`src/rtl/coin_acceptor_tx.sv`:
```
// rtl/coin_acceptor_tx.sv - coin sensor debounce, credit queue and pulse emitter
// Raw sensors are synchronised, debounced and queued; one clean pulse per coin is emitted.
module coin_acceptor_tx #(
  parameter int DEBOUNCE_CYCLES = 16,
  parameter int GAP_CYCLES      = 4,
  parameter int CREDIT_W        = 3
) (
  input  logic clk,
  input  logic rst_n,
  input  logic nickel_raw,
  input  logic dime_raw,
  input  logic accept_en,
  input  logic tx_hold,
  output logic nickel_in,
  output logic dime_in,
  output logic coin_reject,
  output logic busy
);

  localparam int DW = $clog2(DEBOUNCE_CYCLES + 1);
  localparam int GW = $clog2(GAP_CYCLES + 1);
  localparam logic [CREDIT_W-1:0] PEND_MAX = '1;

  typedef enum logic [1:0] {IDLE, PULSE, GAP} state_t;

  // Index 0 = nickel, index 1 = dime throughout the front end.
  logic [1:0]    raw, sync1, sync2, deb, deb_d, ev;
  logic [DW-1:0] db_cnt [2];

  assign raw = {dime_raw, nickel_raw};

  always_ff @(posedge clk or negedge rst_n) begin
    if (!rst_n) begin
      sync1 <= '0;
      sync2 <= '0;
    end else begin
      sync1 <= raw;
      sync2 <= sync1;
    end
  end

  // Level flips only after DEBOUNCE_CYCLES consecutive disagreeing samples.
  always_ff @(posedge clk or negedge rst_n) begin
    if (!rst_n) begin
      deb       <= '0;
      deb_d     <= '0;
      ev        <= '0;
      db_cnt[0] <= '0;
      db_cnt[1] <= '0;
    end else begin
      deb_d <= deb;
      ev    <= deb & ~deb_d;
      for (int i = 0; i < 2; i++) begin
        if (sync2[i] == deb[i]) begin
          db_cnt[i] <= '0;
        end else if (db_cnt[i] == DW'(DEBOUNCE_CYCLES - 1)) begin
          db_cnt[i] <= '0;
          deb[i]    <= ~deb[i];
        end else begin
          db_cnt[i] <= db_cnt[i] + DW'(1);
        end
      end
    end
  end

  logic [CREDIT_W-1:0] nickel_pend, dime_pend;
  logic                n_inc, d_inc, n_rej, d_rej;
  logic                n_dec, d_dec;
  logic                nickel_nxt, dime_nxt;
  state_t              state, state_nxt;
  logic [GW-1:0]       gap_cnt;

  always_comb begin
    n_inc = ev[0] & accept_en & (nickel_pend != PEND_MAX);
    d_inc = ev[1] & accept_en & (dime_pend != PEND_MAX);
    n_rej = ev[0] & (~accept_en | (nickel_pend == PEND_MAX));
    d_rej = ev[1] & (~accept_en | (dime_pend == PEND_MAX));
  end

  always_ff @(posedge clk or negedge rst_n) begin
    if (!rst_n) begin
      nickel_pend <= '0;
      dime_pend   <= '0;
      coin_reject <= 1'b0;
    end else begin
      coin_reject <= n_rej | d_rej;
      case ({n_inc, n_dec})
        2'b10:   nickel_pend <= nickel_pend + CREDIT_W'(1);
        2'b01:   nickel_pend <= nickel_pend - CREDIT_W'(1);
        default: nickel_pend <= nickel_pend;
      endcase
      case ({d_inc, d_dec})
        2'b10:   dime_pend <= dime_pend + CREDIT_W'(1);
        2'b01:   dime_pend <= dime_pend - CREDIT_W'(1);
        default: dime_pend <= dime_pend;
      endcase
    end
  end

  // Emitter state register; gap_cnt only runs while in GAP.
  always_ff @(posedge clk or negedge rst_n) begin
    if (!rst_n) begin
      state   <= IDLE;
      gap_cnt <= '0;
    end else begin
      state   <= state_nxt;
      gap_cnt <= (state == GAP) ? gap_cnt + GW'(1) : '0;
    end
  end

  always_comb begin
    state_nxt = state;
    unique case (state)
      IDLE:    if (n_dec | d_dec) state_nxt = PULSE;
      PULSE:   state_nxt = GAP;
      GAP:     if (gap_cnt == GW'(GAP_CYCLES - 1)) state_nxt = IDLE;
      default: state_nxt = IDLE;
    endcase
  end

  // Launch decode: dime wins; the counter drops on the edge the pulse is registered.
  always_comb begin
    d_dec      = (state == IDLE) & ~tx_hold & (dime_pend != '0);
    n_dec      = (state == IDLE) & ~tx_hold & (dime_pend == '0) & (nickel_pend != '0);
    dime_nxt   = d_dec;
    nickel_nxt = n_dec;
  end

  always_ff @(posedge clk or negedge rst_n) begin
    if (!rst_n) begin
      nickel_in <= 1'b0;
      dime_in   <= 1'b0;
    end else begin
      nickel_in <= nickel_nxt;
      dime_in   <= dime_nxt;
    end
  end

  assign busy = (nickel_pend != '0) | (dime_pend != '0) | (state != IDLE);

endmodule

```
`config.mk`:
```
export PLATFORM = sky130hd
export DESIGN_NAME = coin_acceptor_tx
export DESIGN_NICKNAME = d
export VERILOG_FILES = /design/src/rtl/coin_acceptor_tx.sv
export SDC_FILE = /design/constraint.sdc
export NUM_CORES = 1
export LEC_CHECK = 0
export ABC_AREA = 1
export BUFFER_PORTS_ARGS = -buffer_cell sky130_fd_sc_hd__buf_2
export CAP_MARGIN = 40
export CORE_MARGIN = 5
export CORE_UTILIZATION = 58
export DETAILED_ROUTE_END_ITERATION = 10
export GPL_TIMING_DRIVEN = 1
export PLACE_DENSITY = 0.8
export SYNTH_ARGS = -nofsm -noshare
export SYNTH_HDL_FRONTEND = slang
export SYNTH_SLANG_ARGS = --single-unit
```
`constraint.sdc`:
```
create_clock -name clk -period 2.2 [get_ports clk]
set_input_delay 0.44 -clock clk [delete_from_list [all_inputs] [get_ports clk]]
set_output_delay 0.44 -clock clk [all_outputs]
set_load 0.005 [all_outputs]
```
==> impl_results.md <==
- P&R area growth vs syn: 9.72%
- Hold_ws: 0.162 ns
- Max-slew headroom: between 50 and 60%
- Static Leak: 0.000868 uW
- Critical path launch point type: flip-flop
- Routed length on met3: about 120 um
- Clock Skew: 0.00465 ns
- Final Util: 65.6%
- Yosys top cell area share: 58.0%
- Crit Path Category: flip-flop to flip-flop
- Core Area: 0.00245 sq mm
- Place WS: 0.143 ns
- Worst-margin pin slew: 0.722 ns
- Cell Chain, Critical Path: inv_1 -> nand3_1 -> nor3_1 -> ha_1 -> inv_1 -> fa_1 -> nand2_1 -> nand3_1 -> nand2_1 -> nand2_1
- Power Internal: 1060 uW
- Num ports: 10
- Storage cell area: 851 sq um
- Sequential share of power: 50.8%
- FMAX: between 400 and 500 MHz
- Hold Buf Count CTS: 0
- Drt wl/cell: 11.1 um
- Power per standard cell area: 987 mW/mm^2
- Antenna Cells: 0
- Initial core utilization: 59.8%
- Largest cells by area after synthesis: dfrtp_1 (58%), nand2_1 (9.7%), inv_1 (7.2%)
- DR WL met2: roughly 1100 um
- Post-synth cell types: 15
- Worst Slack Setup Final: about 0.14 ns
- Critical Path RT: ~2.4 ns
- Max stage delay on crit path: 0.41 ns
- Endpoints failing hold: 0
- Setup TNS: 0 ns
- First-pass detailed-route iteration total: 4
- # resized after CTS: 0
- HPWL after DPL: 1740 um
- Hold WC Path Type: input pin to async pin
- First-pass GRT wire length: 4110 um
- Mapped Nets: 171
- CP max FO: 3
- Outcome: completed
- Sink Count: 34
- Highest metal layer with signal wires: met4
- Sequential cell area fraction in the yosys report: approximately 58%
- Clk buf depth: 2
- Clk root buf: clkbuf_4
- Row count: 18
- WP buf/inv: 2
- Minimum clock period: 2.06 ns
- Filler cells: 194
- # port buffers: 9
- Remaining DRCs: 0
- Most common cell after layout, fill and taps aside: nand2_1
- Post-Syn Area: 0.00147 sq mm
- Final worst-path cycle share: 93.7%
- Layout Nets: roughly 190
- Gate power share: 27.1%
- Routability Congestion: 0.819
- Final antenna-violating net count: 0
- WP data arrival: approximately 2.3 ns
- Crit path top cell by count: nand2_1
- DRT iter0 DRCs: 37
- Post-CTS setup buffers: 0
- Sw power: 529 uW
- Final setup fails: 0
- Max-Cap Viols: 0
- Post-Synthesis Cells: 157
- Total power: approximately 1600 uW
- Clk network pwr share: 22.1%
- Post-Route M1 WL: 989 um
- Clock latency at the later pin of the worst-skew pair: 0.32 ns
- RSZ-0062 raised after global routing: false
- Yosys reg bits: 34
- Slowest CP cell: dfrtp_1
- Routed WL: 2270 um
- Multi-input gate area: between 500 and 600 sq um
- Die X: around 60 um
- Vias in the first global route: 1019
- Num CTS Buffers: 5
- Layout cells sized above 1: 10.9%
- Grt total ovfl: 0
- Crit end category: flip-flop
- CTS H-Tree Depth: 2
- Largest net degree at the start of global routing: 35
- Sw frac: around a third
- Yosys top cell by area: dfrtp_1
- GRT Util Overall: 15.4%
- Die Y-Extent: 60.3 um
- Final slew viol count: 0
- YS warnings: 0
- Die footprint: 0.00364 sq mm
- CTS tree: yes
- Peak VDD IR: approximately 600 uV
- Mapped Avg Cell Area: 9.35 sq um
- Vias per cell: 5.00
- Initial antenna violation count: 0
- Most frequent cells in the layout: nand2_1 (38), dfrtp_1 (34), inv_1 (28)
- Vias: 1021
- Top Family by Delay on Critical Path: simple AND/OR/NAND/NOR gates
- Clock-pin slew on the worst setup and hold paths: around 0.1 ns
-- path summary, 6_finish.rpt --
check,start,slack (ns),to,cells past startpoint
max,dime_pend[0]$_DFFE_PN0P_,0.14,nickel_pend[2]$_DFFE_PN0P_,10
min,rst_n,0.16,state[1]$_DFFE_PN0P_,1
max reg2reg,dime_pend[0]$_DFFE_PN0P_,0.14,nickel_pend[2]$_DFFE_PN0P_,10
min reg2reg,sync1[1]$_DFF_PN0_,0.36,sync2[1]$_DFF_PN0_,0
max in group asynchronous,rst_n,1.58,db_cnt[3]$_DFF_PN0_,1
min in group clk,dime_raw,0.22,sync1[1]$_DFF_PN0_,1
-- routing by layer --
layer  global-route usage (%)  up-vias
met5                        0        -
met4                     6.65        0
met3                     3.89        5
met2                     27.2       20
met1                     17.5      478
li1                         -      518
-- flip-flops by register name, indices dropped and copies added (netlist names), 3 cells and up --
name         count
db_cnt          10
gap_cnt          3
nickel_pend      3
dime_pend        3
-- per-stage QoR --
stage | cells | instance area [sq um]
6_report | 204 | 1610
4_1_cts | 204 | 1610
3_3_place_gp | 196 | 1550
2_1_floorplan | 157 | 1470
5_1_grt | 204 | 1610
3_5_place_dp | 196 | 1550
-- cells in the mapped netlist, drive strengths merged --
| master | count |
|---|---|
| a31oi | 1 |
| dfrtp | 34 |
| fa | 2 |
| ha | 6 |
| inv | 28 |
| nand2 | 38 |
| nand3 | 12 |
| nand4 | 6 |
| nor2 | 20 |
| nor3 | 2 |
| o21ai | 3 |
| or2 | 1 |
| xnor2 | 4 |
-- power groups by stage --
stage / sequential [uW] / combinational (uW) / clock [uW]
floorplan: 804 / 317 / 0
global placement: 813 / 398 / 0
detailed placement: 819 / 434 / 0
CTS: 807 / 436 / 359
global route: 820 / 498 / 383
finish: 807 / 431 / 351
-- final cells by class --
type / instances / area share [%]
flip-flops and latches: 34 / 52.8
multi-input cells: 95 / 31.8
inverters: 28 / 6.53
clock buffers: 7 / 3.42
repair buffers: 9 / 2.80
well taps: 30 / 2.33
clock inverters: 1 / 0.311
-- worst reg2reg max path: cells and delay by family (launching register included) --
family                     cells  cell delay (ns)
adders and majority gates      2             0.62
buffers and inverters          2             0.20
DFF                            1             0.41
and+or+nand+nor                6             0.74
-- cell families after synthesis --
| logic type | count (synthesis) | share of synthesized area [%] |
|---|---|---|
| AO/OA/AOI/OAI | 4 | 1.71 |
| buffers and inverters | 28 | 7.16 |
| flip-flops | 34 | 58.0 |
| AND/OR/NAND/NOR | 79 | 22.9 |
| adder cells (fa/ha/maj) | 8 | 7.84 |
| XOR/XNOR | 4 | 2.39 |
Note: power is estimated with default switching activity, not from simulation.
